### src/rtl/mul_add_pkg.sv
// Shared definitions for the multiply-accumulate unit and its paired restoring divider.
// Both blocks take their default operand width from here so they always match.
package mul_add_pkg;

  localparam int MUL_ADD_WIDTH = 32;

  typedef enum logic [1:0] {
    IDLE = 2'd0,
    RUN  = 2'd1,
    DONE = 2'd2
  } state_e;

endpackage : mul_add_pkg

### src/rtl/mul_add_seq.sv
// Sequential shift-and-add multiply-accumulate: a_out = q_in * b_in + r_in (unsigned).
// One multiplier bit per clock, LSB first; fixed WIDTH-cycle RUN phase, then a one-cycle done pulse.
module mul_add_seq
  import mul_add_pkg::*;
#(
  parameter int WIDTH = MUL_ADD_WIDTH,
  parameter int CNT_W = $clog2(WIDTH)
) (
  input  logic                 clock,
  input  logic                 reset_n,
  input  logic                 start,
  input  logic [WIDTH-1:0]     q_in,
  input  logic [WIDTH-1:0]     b_in,
  input  logic [WIDTH-1:0]     r_in,
  output logic                 busy,
  output logic                 done,
  output logic [2*WIDTH-1:0]   a_out,
  output logic                 overflow
);

  localparam logic [CNT_W-1:0] LAST_CNT = CNT_W'(WIDTH - 1);

  state_e               state_q, state_d;
  logic [2*WIDTH-1:0]   acc_q, acc_d;
  logic [2*WIDTH-1:0]   md_q, md_d;
  logic [WIDTH-1:0]     mq_q, mq_d;
  logic [CNT_W-1:0]     cnt_q, cnt_d;
  logic [2*WIDTH-1:0]   a_out_q, a_out_d;
  logic                 ovf_q, ovf_d;
  logic [2*WIDTH-1:0]   acc_step;

  // The accumulator cannot wrap: the largest result is 2^(2W) - 2^W.
  assign acc_step = mq_q[0] ? (acc_q + md_q) : acc_q;

  always_comb begin
    // NOTE: every next-state signal gets a hold default first so no path infers a latch.
    state_d = state_q;
    acc_d   = acc_q;
    md_d    = md_q;
    mq_d    = mq_q;
    cnt_d   = cnt_q;
    a_out_d = a_out_q;
    ovf_d   = ovf_q;

    case (state_q)
      IDLE: begin
        if (start) begin
          acc_d   = {{WIDTH{1'b0}}, r_in};
          md_d    = {{WIDTH{1'b0}}, b_in};
          mq_d    = q_in;
          cnt_d   = '0;
          state_d = RUN;
        end
      end

      RUN: begin
        acc_d = acc_step;
        md_d  = md_q << 1;
        mq_d  = mq_q >> 1;
        cnt_d = cnt_q + CNT_W'(1);
        if (cnt_q == LAST_CNT) begin
          a_out_d = acc_step;
          ovf_d   = |acc_step[2*WIDTH-1:WIDTH];
          state_d = DONE;
        end
      end

      DONE: begin
        state_d = IDLE;
      end

      default: begin
        state_d = IDLE;
      end
    endcase
  end

  // NOTE: sequential state uses non-blocking assignments so all registers update together.
  always_ff @(posedge clock or negedge reset_n) begin
    if (!reset_n) begin
      state_q <= IDLE;
      acc_q   <= '0;
      md_q    <= '0;
      mq_q    <= '0;
      cnt_q   <= '0;
      a_out_q <= '0;
      ovf_q   <= 1'b0;
    end else begin
      state_q <= state_d;
      acc_q   <= acc_d;
      md_q    <= md_d;
      mq_q    <= mq_d;
      cnt_q   <= cnt_d;
      a_out_q <= a_out_d;
      ovf_q   <= ovf_d;
    end
  end

  assign busy     = (state_q == RUN);
  assign done     = (state_q == DONE);
  assign a_out    = a_out_q;
  assign overflow = ovf_q;

endmodule : mul_add_seq

### config.mk
export PLATFORM = sky130hd
export DESIGN_NAME = mul_add_seq
export DESIGN_NICKNAME = d
export VERILOG_FILES = /design/src/rtl/mul_add_pkg.sv /design/src/rtl/mul_add_seq.sv
export SDC_FILE = /design/constraint.sdc
export NUM_CORES = 1
export LEC_CHECK = 0
export ABC_AREA = 1
export BUFFER_PORTS_ARGS = -buffer_cell sky130_fd_sc_hd__buf_2
export CAP_MARGIN = 10
export CORE_MARGIN = 5
export CORE_UTILIZATION = 35
export CTS_CLUSTER_SIZE = 25
export DETAILED_ROUTE_END_ITERATION = 6
export REMOVE_ABC_BUFFERS = 1
export SETUP_SLACK_MARGIN = 0.1
export SKIP_CTS_REPAIR_TIMING = 1
export SYNTH_ARGS = -nofsm -noshare
export SYNTH_HDL_FRONTEND = slang
export SYNTH_SLANG_ARGS = --single-unit
### constraint.sdc
create_clock -name clock -period 4.85 [get_ports clock]
set_input_delay 0.485 -clock clock [delete_from_list [all_inputs] [get_ports clock]]
set_output_delay 0.485 -clock clock [all_outputs]
set_load 0.03 [all_outputs]
==> run_results.csv, run 1 <==
group,metric,value,unit
critical_path,crit_chain,"ha_1 -> fa_1 -> nand3_1 -> nand3_2 -> nand4_1 -> nand3_1 -> nand2_1 -> nand3_1 -> nand3_1 -> nand2_1 -> nor2_1 -> nand2_1 -> nor2_1 -> nand2_1 -> nor2_1 -> a21oi_1",
die,coreArea,44400,µm²
die,dieArea,49400,µm²
critical_path,cp.arrival,3.78,ns
critical_path,cp_num_buf_inv,0,
min_path,min_path_type,"in2reg",
cts,numCtsBuffers,29,
cts,htreeDepth,1,
routing,avgViaCountPerCell,4.90,
critical_path,cp.required,5.32,ns
timing,skew,0.0196,ns
final_layout,diodes,0,
timing,fmax,0.303,GHz
cts,clock_latency,0.59,ns
final_layout,nNetsFinal,2645,
yosys,synth_seq_cells,232,
min_path,min_path_cells,3,
timing,whs,0.122,ns
grt,grt_pass1_wl,85000,µm
critical_path,crit_fanout,5,
grt,grt-ovfl-total,0,
timing,min_period,3.30,ns
placed_design,gp_congestion,0.967,
timing,report.final.slew_viol_count,0,
die,ios,166,
critical_path,start_kind,"flop",
cts,clockRootBuffer,"clkbuf_16",
grt,first_global_vias,15000,
yosys,ys_seq_area_share,36.8,%
timing,rsz0062_at_grt,"false",
die,die_y,222,µm
routing,num_vias,15200,
cts,cts.sinks,232,
timing,setup_violations,0,
critical_path,cp_slowest_stage_delay,0.46,ns
timing,max_slew_margin,32.0,%
critical_path,reg2reg_depth,16,
timing,finalSetupTns,0,ns
yosys,yosysWarnings,0,
flow_run,cap_violations,0,
run_status,status,"finished, final reports clean",
grt,grt_usage,21.3,%
grt,antenna_found_initial,1,
placed_design,place_hpwl,41300,µm
timing,worstMarginPinSlew,1.02,ns
yosys,synth_cell_types,37,
timing,finalCritPeriodShare,68.1,%
critical_path,cp_slowest_cell,"fa_1",
final_layout,regArea,5810,µm²
yosys,synth_edf_count,0,
critical_path,crit_family,"simple AND/OR/NAND/NOR gates",
routing,first_iter_violations,1211,
critical_path,end_kind,"flop",
final_layout,syn_to_final_growth,15.1,%
routing,dr.pass1.iters,5,
routing,routed_wl,53800,µm
cts,cts_buffer_depth,3,
routing,drc,0,
final_layout,drive_gt1_share,12.5,%
critical_path,critical_path_class,"reg2reg",
cts,cts_tree,"yes",
critical_path,cp.depth,16,
final_layout,multi_input_area,7920,µm²
final_layout,fillers,4713,
routing,wl_per_cell,17.4,µm
timing,hold_violations,0,
yosys,synth_area,15800,µm²
die,num_rows,77,
yosys,syn_inst,2344,
yosys,avgSynthCellArea,6.73,µm²
yosys,async_reset_ff_share,100,%
die,chipWidth,222,µm
cts,clkTransAtPathRegs,0.06,ns
yosys,ys.flop_type,"dfrtp_1",
grt,grt_max_degree,97,
placed_design,port-buffer-count,165,
routing,ant_nets,0,
die,start_util,35.5,%
final_layout,final_util,40.9,%
cells in the final DEF, fill, tap and decap left out, types with 4 or more instances in the layout:
cell type | Yosys | final
a21oi_1 | 50 | 50
a22oi_1 | 41 | 41
buf_2 | 4 | 164
buf_4 | 2 | 9
clkbuf_1 | 59 | 5
clkbuf_16 | 0 | 29
clkbuf_8 | 0 | 5
clkinv_2 | 0 | 4
clkinvlp_4 | 0 | 4
dfrtp_1 | 232 | 231
ha_1 | 65 | 65
inv_1 | 464 | 464
inv_2 | 12 | 13
nand2_1 | 790 | 787
nand2_2 | 18 | 19
nand3_1 | 89 | 88
nand3_2 | 12 | 13
nand4_1 | 14 | 14
nor2_1 | 111 | 111
nor2_2 | 23 | 23
nor2_4 | 5 | 5
nor3_1 | 10 | 10
nor3_2 | 9 | 9
o21ai_0 | 169 | 169
o21bai_1 | 4 | 4
o221ai_1 | 39 | 39
o22ai_1 | 65 | 65
xnor2_1 | 31 | 31
layer usage:
layer,routed length [µm],share of wire (%),vias up,GRT usage (%)
met2,23800,44,388,33.7
met1,25800,48,7095,30.9
met5,13,0.024,-,0
li1,-,-,7629,-
met4,1110,2.1,2,4.60
met3,3160,5.9,59,3.35
logic make-up (layout without fill, tap and decap cells):
kind of cell               after synthesis  count (layout)  synth area share [%]
adders and majority gates               66              66                  5.28
buffers and inverters                  550             708                  13.2
AOI/OAI and AO/OA                      378             378                  14.3
xor gates and xnor gates                32              32                  1.78
and+or+nand+nor                       1086            1086                  28.7
DFF                                    232             232                  36.8
final timing paths:
check	start	end	slack, ns
setup reg to reg	acc_q[0]	overflow	1.55
hold / removal	q_in[31]	mq_q[31]	0.12
setup / recovery	acc_q[0]	overflow	1.55
min in group asynchronous	reset_n	mq_q[22]	0.54
max in group asynchronous	reset_n	md_q[34]	3.20
hold reg to reg	a_out[20]	a_out[20]	0.48
stage by stage:
step | area, µm² | cells | setup slack, ns
after floorplan | 15500 | 2272 | -2.86
after global placement | 17200 | 3040 | 1.55
after detailed placement | 17200 | 3040 | 1.58
after CTS | 18200 | 3093 | 1.54
after global routing | 18200 | 3094 | 1.36
final | 18200 | 3094 | 1.55
worst min-delay path: cells and delay by family:
family / cells / cell delay (ns)
simple gates: 2 / 0.12
buf+inv: 1 / 0.07
synth_stat cells, types with 14 or more instances:
cell	count	area share (%)
o22ai_1	65	2.6
ha_1	65	5.2
nand3_1	89	2.8
a22oi_1	41	2.0
nor2_1	111	2.6
xnor2_1	31	1.7
a21oi_1	50	1.6
nand2_1	790	19
o21ai_0	169	5.4
inv_1	464	11
o221ai_1	39	2.2
nor2_2	23	0.91
dfrtp_1	232	37
clkbuf_1	59	1.4
nand4_1	14	0.55
nand2_2	18	0.71
state kept, by name, indices dropped and copies added, names as in the netlist:
signal / cells
mq_q: 32
cnt_q: 5
overflow: 1
md_q: 64
acc_q: 64
a_out: 64
state_q: 2
final cells by class:
cell class | count | area share, %
Clock buffer | 39 | 4.48
Clock inverter | 14 | 0.757
Inverter | 478 | 9.87
Multi-Input combinational cell | 1562 | 43.6
Sequential cell | 232 | 32.0
Tap cell | 592 | 4.08
Timing Repair Buffer | 177 | 5.25
Power of run 1 is left out: the tool's default activity adds up to more than one toggle a clock period on the data nets, which glitch-free logic cannot reach.
==> inputs of run 2 (changes only) <==
- clock period: 4.85 -> 3.4 ns (I/O delays scaled with it)
==> run 2 against run 1 <==
Against the previous run:
- critical path depth did not move
- global-route usage rose by 0.34 points
- setup slack got worse by 1.2 ns
- via count did not move
- wire length rose by 1.5%
- non-clock buffer count rose by 11
- sequential share of layout area barely moved
- critical path type unchanged
- critical endpoint unchanged
- largest cell class unchanged
==> run_results.csv, run 2 (synthesis gave the netlist of run 1 again) <==
group,metric,value,unit
run_status,status,"finished, final reports clean",
routing,dr.pass1.iters,7,
die,chipWidth,222,µm
critical_path,cp.arrival,3.49,ns
routing,routed_wl,54600,µm
timing,hold_violations,0,
timing,report.final.slew_viol_count,0,
critical_path,crit_fanout,4,
routing,wl_per_cell,17.6,µm
final_layout,final_util,40.9,%
cts,cts_tree,"yes",
die,dieArea,49400,µm²
final_layout,final_common_cell,"nand2_1",
cts,htreeDepth,1,
critical_path,cp.required,3.85,ns
die,num_rows,77,
timing,whs,0.00674,ns
die,start_util,35.5,%
routing,first_iter_violations,1109,
timing,finalCritPeriodShare,89.5,%
final_layout,diodes,0,
grt,antenna_found_initial,1,
timing,max_slew_margin,42.3,%
die,coreArea,44400,µm²
cts,cts_buffer_depth,3,
critical_path,end_kind,"flop",
routing,drc,0,
routing,num_vias,15200,
grt,grt_max_degree,92,
cts,clockRootBuffer,"clkbuf_16",
timing,fmax,0.329,GHz
placed_design,gp_congestion,0.987,
timing,setup_violations,0,
die,ios,166,
timing,setup_ws,0.358,ns
timing,skew,0.0222,ns
timing,rsz0062_at_grt,"false",
final_layout,drive_gt1_share,12.7,%
final_layout,nNetsFinal,2655,
timing,worstMarginPinSlew,0.865,ns
critical_path,start_kind,"flop",
critical_path,critical_path_class,"reg2reg",
placed_design,place_hpwl,42800,µm
grt,grt_usage,21.6,%
final_layout,syn_to_final_growth,15.2,%
routing,avgViaCountPerCell,4.90,
grt,grt_pass1_wl,85900,µm
routing,ant_nets,0,
cts,clkTransAtPathRegs,0.06,ns
min_path,min_path_type,"in2reg",
die,die_y,222,µm
grt,grt-ovfl-total,0,
grt,first_global_vias,15100,
flow_run,cap_violations,0,
cts,clock_latency,0.58,ns
placed_design,port-buffer-count,165,
final_layout,mostFrequentLayoutCells,"nand2_1 (787), inv_1 (464), dfrtp_1 (231)",
cts,cts.sinks,232,
cts,numCtsBuffers,28,
placed_design,dp_slack,0.166,ns
timing,min_period,3.04,ns
run 2: final timing paths:
path | from | to | slack [ns] | cells after the start
setup / recovery | acc_q[26] | overflow | 0.36 | 16
hold / removal | q_in[6] | mq_q[6] | 0.007 | 3
setup reg to reg | acc_q[26] | overflow | 0.36 | 16
hold reg to reg | a_out[41] | a_out[41] | 0.48 | 2
max in group asynchronous | reset_n | a_out[39] | 2.13 | 3
min in group asynchronous | reset_n | mq_q[22] | 0.39 | 2
run 2: layer usage:
layer	up-vias	global-route usage [%]	part of all wire, %
li1	7645	-	-
met1	7068	31.4	48
met2	386	32.9	42
met3	74	4.18	6.4
met4	0	6.30	3.1
met5	-	0	0
run 2: final cells by class:
class	count	area, µm²
sequential	232	5810
clock buffer	39	782
multi-input combinational	1562	7940
inverter	478	1790
fill	4687	26200
tap	592	741
clock inverter	6	56.3
timing repair buffer	188	1060
run 2: stage by stage:
step / instance area [µm²] / setup TNS [ns] / instances
2_1_floorplan: 15500 / -859.40 / 2272
3_3_place_gp: 17300 / 0 / 3050
3_5_place_dp: 17300 / 0 / 3050
4_1_cts: 18100 / 0 / 3095
5_1_grt: 18200 / 0 / 3097
6_report: 18200 / 0 / 3097
run 2: critical path, stage by stage (launching register included):
cell and delay, ns:
dfrtp_1 0.43, ha_1 0.47, nand2_1 0.19, nor2_1 0.21, nand2_1 0.15, inv_1 0.14, nand2_1 0.06, nand2_1 0.10
nand2_1 0.13, nand4_1 0.13, nand3_1 0.11, nand2_1 0.17, nand2_1 0.07, nor2_1 0.19, nand2_1 0.11, nor2_2 0.17
a21oi_1 0.08
Power of run 2 is left out for the same reason.
==> inputs of run 3 (changes only) <==
- CORE_ASPECT_RATIO: not set -> 1.2
- CORE_UTILIZATION: 35 -> 59
- PLACE_DENSITY: not set -> 0.8
==> run 3 against run 2 <==
Against the previous run:
- cell count down 8.3%
- wire length decreased by 6.3%
- register-to-register slack got worse by 0.02 ns
- non-clock buffer count up 1
- core utilization increased by 27 points
- sequential cell count unchanged
- highest routed layer unchanged
- first-iteration DRC count increased by 38%
- via count rose by 4.0%
- worst hold slack better by 0.053 ns
- critical path type unchanged
- global-route usage increased by 12 points
- setup slack got worse by 0.024 ns
- count of clock-buffer cells in the layout fell by 2
==> run_results.csv, run 3 (synthesis gave the netlist of run 1 again) <==
group,metric,value,unit
run_status,status,"finished, final reports clean",
cts,htreeDepth,1,
cts,clkTransAtPathRegs,0.07,ns
min_path,min_path_cells,3,
placed_design,dp.cells,2792,
critical_path,crit_top_cell,"nand2_1",
critical_path,critical_path_class,"reg2reg",
grt,grt_usage,33.3,%
flow_run,cap_violations,0,
final_layout,mostFrequentLayoutCells,"nand2_1 (786), inv_1 (464), dfrtp_1 (231)",
timing,worstMarginPinSlew,0.837,ns
final_layout,final_common_cell,"nand2_1",
die,start_util,59.9,%
placed_design,place_hpwl,39500,µm
die,num_rows,65,
cts,cts.sinks,232,
routing,dr.pass1.iters,6,
timing,fmax,0.326,GHz
routing,routed_wl,51100,µm
routing,num_vias,15800,
final_layout,diodes,0,
timing,setup_violations,0,
routing,drc,0,
final_layout,syn_to_final_growth,12.7,%
timing,report.final.slew_viol_count,0,
critical_path,crit_family,"simple AND/OR/NAND/NOR gates",
routing,avgViaCountPerCell,5.56,
critical_path,cp.required,3.81,ns
die,die_y,189,µm
cts,clockRootBuffer,"clkbuf_16",
critical_path,cp_slowest_stage_delay,0.47,ns
final_layout,drive_gt1_share,12.7,%
placed_design,port-buffer-count,165,
timing,rsz0062_at_grt,"false",
placed_design,placed_cell_area,17000,µm²
grt,antenna_found_initial,0,
timing,min_period,3.07,ns
critical_path,reg2reg_depth,16,
grt,grt_max_degree,83,
die,ios,166,
cts,cts_tree,"yes",
timing,max_slew_margin,44.2,%
min_path,min_path_type,"in2reg",
placed_design,dp_slack,0.108,ns
routing,first_iter_violations,1533,
routing,wl_per_cell,18.0,µm
routing,ant_nets,0,
final_layout,final_cell_count_no_fill,2840,
critical_path,cp.arrival,3.48,ns
timing,setup_ws,0.334,ns
timing,hold_violations,0,
timing,skew,0.00852,ns
final_layout,nNetsFinal,2653,
critical_path,crit_chain,"ha_1 -> nand2_1 -> nor2_2 -> inv_1 -> nor2_1 -> nand2_1 -> nor3_1 -> nand2_1 -> nand3_1 -> nand3_1 -> nand2_1 -> nand2_1 -> nor2_1 -> nand2_1 -> nor2_1 -> a21oi_1",
critical_path,start_kind,"flop",
die,dieArea,30100,µm²
critical_path,end_kind,"flop",
die,coreArea,26400,µm²
grt,grt_pass1_wl,81400,µm
critical_path,cp.depth,16,
cts,clock_latency,0.52,ns
cts,cts_buffer_depth,3,
final_layout,stdcell_area,17800,µm²
die,chipWidth,159,µm
timing,finalCritPeriodShare,90.2,%
grt,grt-ovfl-total,0,
critical_path,crit_fanout,4,
cts,numCtsBuffers,25,
placed_design,gp_congestion,1.01,
critical_path,cp_num_buf_inv,1,
grt,first_global_vias,15500,
critical_path,cp_slowest_cell,"dfrtp_1",
run 3: cell types whose count changed in the layout (fill, tap and decap cells not counted), moves of 2 or more:
cell / previous run / this run
nor2_1: 109 / 111
buf_4: 17 / 20
clkinv_4: 3 / 1
nor2_2: 25 / 23
clkbuf_16: 28 / 25
clkinv_2: 1 / 4
run 3: layout make-up:
type | instances | area, µm²
multi-input combinational | 1562 | 7940
timing repair buffer | 189 | 1060
inverter | 478 | 1790
clock buffer | 37 | 711
fill | 2311 | 8560
tap | 335 | 419
clock inverter | 7 | 66.3
sequential | 232 | 5810
run 3: tightest hold or removal path, stage by stage:
cell	delay (ns)
buf_2	0.09
inv_1	0.03
o21ai_0	0.07
run 3: worst paths after layout:
path	startpoint	to	slack [ns]
max	md_q[26]	overflow	0.33
min	q_in[15]	mq_q[15]	0.06
max reg2reg	md_q[26]	overflow	0.33
min reg2reg	a_out[35]	a_out[35]	0.48
max in group asynchronous	reset_n	acc_q[54]	2.14
min in group asynchronous	reset_n	md_q[7]	0.43
run 3: per-layer routing:
metal | part of all wire (%) | track usage, % | vias to the layer above | wire length [µm]
met5 | 0 | 0 | - | 0
met4 | 3.1 | 9.85 | 0 | 1590
met3 | 8.2 | 6.53 | 95 | 4200
met2 | 47 | 55.3 | 652 | 24000
met1 | 42 | 44.4 | 7392 | 21300
li1 | - | - | 7638 | -
run 3: per-stage QoR:
| step | utilization (%) | TNS, ns | hold WS (ns) |
|---|---|---|---|
| after detailed placement | 64.4 | 0 | 0.376 |
| after global placement | 64.4 | 0 | 0.371 |
| after floorplan | - | -859.40 | 0.0444 |
| after CTS | 67.3 | 0 | -0.179 |
| after global routing | 67.5 | 0 | 0.0548 |
| final | 67.5 | 0 | 0.0598 |
Power of run 3 is left out for the same reason.
